### src/rtl/tas_pkt_ctrl.sv
// Packet sequencer for the temperature averaging receiver (clk_50 domain).
// Optional per-packet statistics outputs are enabled by defining TAS_PKT_STATS_EN.
module tas_pkt_ctrl #(
  parameter int              DW     = 8,
  parameter int              NBYTES = 4,
  parameter logic [DW-1:0]   HDR_T0 = 8'hA5,
  parameter logic [DW-1:0]   HDR_T1 = 8'hC3
) (
  input  logic          clk_50,
  input  logic          reset_n,
  input  logic          serial_data,
  input  logic          data_ena,
  input  logic          fifo_full,
  output logic          fifo_wr,
  output logic [DW-1:0] fifo_wdata,
  output logic          ovf,
  output logic          busy
`ifdef TAS_PKT_STATS_EN
  ,
  output logic [7:0]    temp_pkt_cnt,
  output logic [7:0]    skip_pkt_cnt
`endif
);

  localparam int LW = $clog2(NBYTES);
  localparam int BW = $clog2(DW);
  localparam int AW = DW + LW;
  localparam logic [BW-1:0] LAST_BIT  = BW'(DW - 1);
  localparam logic [LW-1:0] LAST_BYTE = LW'(NBYTES - 1);

  typedef enum logic [1:0] {
    ST_HDR  = 2'd0,
    ST_DATA = 2'd1,
    ST_SKIP = 2'd2,
    ST_PUSH = 2'd3
  } state_t;

  logic [BW-1:0] bit_cnt_r;
  logic [DW-1:0] shift_r;
  logic [DW-1:0] byte_s;
  logic          byte_done_s;

  state_t        state_r, state_s;
  logic [AW-1:0] acc_r, acc_s;
  logic [LW-1:0] bcnt_r, bcnt_s;
  logic          wr_s, ovf_s;
  logic [DW-1:0] wdata_s;

  // Deserialiser: bit counter and LSB-first shift register
  always_ff @(posedge clk_50) begin
    if (!reset_n) begin
      bit_cnt_r <= '0;
      shift_r   <= '0;
    end else if (data_ena) begin
      shift_r[bit_cnt_r] <= serial_data;
      bit_cnt_r          <= bit_cnt_r + BW'(1);
    end else begin
      bit_cnt_r <= '0;
    end
  end

  // Completed byte is formed combinationally so the FSM acts on the 8th-bit edge
  always_comb begin
    byte_s         = shift_r;
    byte_s[DW-1]   = serial_data;
    byte_done_s    = data_ena && (bit_cnt_r == LAST_BIT);
  end

  // Next-state, accumulator and push decisions
  always_comb begin
    state_s = state_r;
    acc_s   = acc_r;
    bcnt_s  = bcnt_r;
    wr_s    = 1'b0;
    ovf_s   = 1'b0;
    wdata_s = fifo_wdata;
    case (state_r)
      ST_HDR: begin
        if (byte_done_s) begin
          bcnt_s = '0;
          if ((byte_s == HDR_T0) || (byte_s == HDR_T1)) begin
            state_s = ST_DATA;
            acc_s   = '0;
          end else begin
            state_s = ST_SKIP;
          end
        end else begin
          state_s = ST_HDR;
        end
      end
      ST_DATA: begin
        if (byte_done_s) begin
          acc_s = acc_r + {{LW{1'b0}}, byte_s};
          if (bcnt_r == LAST_BYTE) begin
            state_s = ST_PUSH;
          end else begin
            bcnt_s = bcnt_r + LW'(1);
          end
        end else begin
          state_s = ST_DATA;
        end
      end
      ST_SKIP: begin
        // Payload of foreign packets is ignored, even bytes that look like headers
        if (byte_done_s) begin
          if (bcnt_r == LAST_BYTE) begin
            state_s = ST_HDR;
          end else begin
            bcnt_s = bcnt_r + LW'(1);
          end
        end else begin
          state_s = ST_SKIP;
        end
      end
      ST_PUSH: begin
        state_s = ST_HDR;
        if (fifo_full) begin
          ovf_s = 1'b1;
        end else begin
          wr_s    = 1'b1;
          wdata_s = acc_r[AW-1:LW];
        end
      end
      default: begin
        state_s = ST_HDR;
      end
    endcase
  end

  // FSM state, datapath and registered outputs
  always_ff @(posedge clk_50) begin
    if (!reset_n) begin
      state_r    <= ST_HDR;
      acc_r      <= '0;
      bcnt_r     <= '0;
      fifo_wr    <= 1'b0;
      fifo_wdata <= '0;
      ovf        <= 1'b0;
      busy       <= 1'b0;
    end else begin
      state_r    <= state_s;
      acc_r      <= acc_s;
      bcnt_r     <= bcnt_s;
      fifo_wr    <= wr_s;
      fifo_wdata <= wdata_s;
      ovf        <= ovf_s;
      busy       <= (state_s != ST_HDR);
    end
  end

`ifdef TAS_PKT_STATS_EN
  logic skip_done_s;

  // A foreign packet completes on its last payload byte
  always_comb begin
    skip_done_s = (state_r == ST_SKIP) && byte_done_s && (bcnt_r == LAST_BYTE);
  end

  // Wrapping packet statistics
  always_ff @(posedge clk_50) begin
    if (!reset_n) begin
      temp_pkt_cnt <= 8'd0;
      skip_pkt_cnt <= 8'd0;
    end else begin
      if (state_r == ST_PUSH) begin
        temp_pkt_cnt <= temp_pkt_cnt + 8'd1;
      end else begin
        temp_pkt_cnt <= temp_pkt_cnt;
      end
      if (skip_done_s) begin
        skip_pkt_cnt <= skip_pkt_cnt + 8'd1;
      end else begin
        skip_pkt_cnt <= skip_pkt_cnt;
      end
    end
  end
`endif

endmodule
### config.mk
export PLATFORM = sky130hd
export DESIGN_NAME = tas_pkt_ctrl
export DESIGN_NICKNAME = d
export VERILOG_FILES = /design/src/rtl/tas_pkt_ctrl.sv
export SDC_FILE = /design/constraint.sdc
export NUM_CORES = 1
export LEC_CHECK = 0
export BUFFER_PORTS_ARGS = -buffer_cell sky130_fd_sc_hd__buf_4
export CAP_MARGIN = 5
export CORE_UTILIZATION = 35
export DETAILED_ROUTE_END_ITERATION = 10
export HOLD_SLACK_MARGIN = 0.03
export SETUP_SLACK_MARGIN = 0.02
export SYNTH_ARGS = -nofsm -noshare
export SYNTH_HDL_FRONTEND = slang
export SYNTH_SLANG_ARGS = --single-unit
### constraint.sdc
create_clock -name clk_50 -period 2.7 [get_ports clk_50]
set_clock_uncertainty 0.15 [all_clocks]
set_input_delay 0.54 -clock clk_50 [delete_from_list [all_inputs] [get_ports clk_50]]
set_output_delay 0.54 -clock clk_50 [all_outputs]
set_load 0.02 [all_outputs]
==> reports/results.tsv <==
metric	value	unit
status	finished, final reports clean	
pre_cts_ws	0.5133	ns
ys_seq_elements	35	
cp-start-kind	flip-flop	
arrival	2.21	ns
end_kind	flip-flop	
tightest_slew	0.5348	ns
cap_violations	0	
synth.distinct_cells	44	
drc_errors	0	
synth_top_family_by_area	simple AND/OR/NAND/NOR gates	
finish.instance_area	2125	um2
vias	1454	
grt_pass1_vias	1321	
drt_wl_total	3.577	mm
ant_nets	0	
grt_usage	14.40	%
synth_top_area_cell	dfxtp_1	
required	2.73	ns
fin_crit_sh	80.69	%
drive_above_1_share	12.95	%
cts_buffers	5	
vias_per_cell	4.997	
antenna_found_initial	0	
dpl.hpwl	2.559	mm
io_buffers	15	
cts_root_buffer	clkbuf_8	
dr.pass1.iters	4	
synthCells	210	
max_stage_delay	0.45	ns
grt_pass1_wl	5.996	mm
rows	25	
dp.cells	283	
grt_max_degree	29	
initial_core_util	37.59	%
worstPathMaxFanout	9	
rsz0062_at_grt	false	
synthArstFlopShare	0	%
finalSetupViolCount	0	
hold_class	flip-flop to flip-flop	
final_cells	291	
grt-ovfl-total	0	
synthSimpleGateAreaFrac	21.56	%
clk_latency	0.29	ns
yosys.cell_count.top_type	dfxtp_1	
nets	244	
dr_wl_met3	120	um
p_leak	0.0008891	uW
synth-adder-area-share	11.32	%
avgSynthCellArea	8.735	um2
synth_mux_area_share	4.366	%
cts.hold.buffers_added	0	
clkTransAtPathRegs	0.07	ns
ioPinCount	16	
critPathSlowestCell	dfxtp_1	
synthXorXnorAreaFrac	1.910	%
hold_viol_final	0	
ys_seq_area_share	38.20	%
synth_area_leaders	dfxtp_1 38%, ha_1 10%, a21oi_1 5.7%, nand2_1 5.7%, mux2i_1 4.4%	
min_period	2.179	ns
syn_area	1834	um2
post_cts_resized	0	
highest_layer	met4	
fp.coreArea	4880	um2
synth_top_cell_area_share	38.20	%
cp_common_cell	ha_1	
fin_ws	0.5215	ns
placed_area	1988	um2
synth-compound-area-share	18.49	%
syn_nets	231	
tns	0	ns
yosysWarnings	0	
cellPowerDensity	526.7	nW/um2
slew_violations	0	
clkSinkCount	35	
synth_ff_type	dfxtp_1	
yosys-top-cells-count	35 x dfxtp_1, 28 x nand2_1, 21 x a21oi_1, 15 x ha_1, 15 x nor2_1	
drt-initial-drc-count	69	
slew_headroom	64.27	%
fmax	459.0	MHz
wl_met2	1.580	mm
htreeDepth	2	
n_antenna_cell	0	
cts_tree	done	
wl_met1	1.819	mm
fp.dieW	74.39	um
ir_worst_vdd	0.3028	mV
die_h	74.39	um
path_class	flip-flop to flip-flop	
drt-wirelength-per-cell	12.29	um
synth-edff-count	0	
cts_setup_buffers	0	
cts.path.max_buffers	2	
syn_to_final_growth	15.83	%
crit_chain	ha_1 -> ha_1 -> nand3_1 -> o22a_1 -> and3_1 -> a41o_1	
dieArea	5534	um2
place.gp.congestion	0.7414	
power by group:
group	switching (uW)	total, uW	internal, uW
registers	4.22	523	519
logic	20.9	33.3	12.4
clock network	194	562	368
final cells by class:
| type | instances | area [um2] |
|---|---|---|
| fill | 502 | 2755 |
| sequential | 35 | 700.7 |
| multi-input combinational | 157 | 1057 |
| clock inverter | 3 | 67.56 |
| timing repair buffer | 15 | 112.6 |
| tap | 67 | 83.83 |
| inverter | 9 | 33.78 |
| clock buffer | 5 | 68.82 |
worst paths after layout:
path / slack (ns) / end / from / cells after the start
worst max-delay path: 0.52 / acc_r[7]$_SDFFE_PN0P_ / bit_cnt_r[1]$_SDFF_PN0_ / 6
worst min-delay path: 0.31 / fifo_wdata[3]$_SDFFE_PN0P_ / fifo_wdata[3]$_SDFFE_PN0P_ / 2
worst max register to register: 0.52 / acc_r[7]$_SDFFE_PN0P_ / bit_cnt_r[1]$_SDFF_PN0_ / 6
worst min register to register: 0.31 / fifo_wdata[3]$_SDFFE_PN0P_ / fifo_wdata[3]$_SDFFE_PN0P_ / 2
placed cells by master, fill, tap and decap left out, types with 3 or more instances in the layout:
cell type	Yosys	final
a31oi_1	3	3
and3_1	6	6
clkbuf_8	0	5
mux2i_1	8	8
buf_4	0	15
nand2b_1	5	5
a21oi_1	21	21
nor2_1	15	15
xnor2_1	3	3
ha_1	15	15
nand2_1	28	28
inv_1	8	8
a21o_1	3	3
nand3_1	9	9
nor3_1	4	4
o211ai_1	4	4
o21ai_0	4	4
dfxtp_1	35	35
stage by stage:
stage / hold WS [ns] / util (%) / total power (uW)
after floorplan: 0.2819 / - / 557.7
after global placement: 0.2931 / 40.74 / 568.7
after detailed placement: 0.2979 / 40.74 / 568.9
after CTS: 0.3084 / 43.54 / 1137
after global routing: 0.3293 / 43.54 / 1161
final: 0.3051 / 43.54 / 1119
state kept, by name, indices dropped and copies added, names as in the netlist:
| signal | cells |
|---|---|
| acc_r | 10 |
| ovf | 1 |
| bit_cnt_r | 3 |
| busy | 1 |
| shift_r | 7 |
| state_r | 2 |
| bcnt_r | 2 |
| fifo_wr | 1 |
| fifo_wdata | 8 |
cells by family (layout without fill, tap and decap cells):
logic type / count (synthesis) / count (layout)
compound gates: 50 / 50
xor+xnor: 4 / 4
fa+ha+maj: 16 / 16
buf+inv: 18 / 32
flops: 35 / 35
mux: 8 / 8
simple gates: 79 / 79
layer usage:
| layer | track usage, % | vias to the layer above |
|---|---|---|
| met4 | 5.660 | 0 |
| li1 | - | 769 |
| met5 | 0 | - |
| met2 | 22.52 | 23 |
| met3 | 3.659 | 7 |
| met1 | 18.99 | 655 |
critical path, delay by kind of cell, from the launching register on:
kind | cells | cell delay (ns)
flops | 1 | 0.45
compound gates | 2 | 0.57
simple gates | 2 | 0.47
fa+ha+maj | 2 | 0.43
Note: power is estimated with default switching activity, not from simulation.
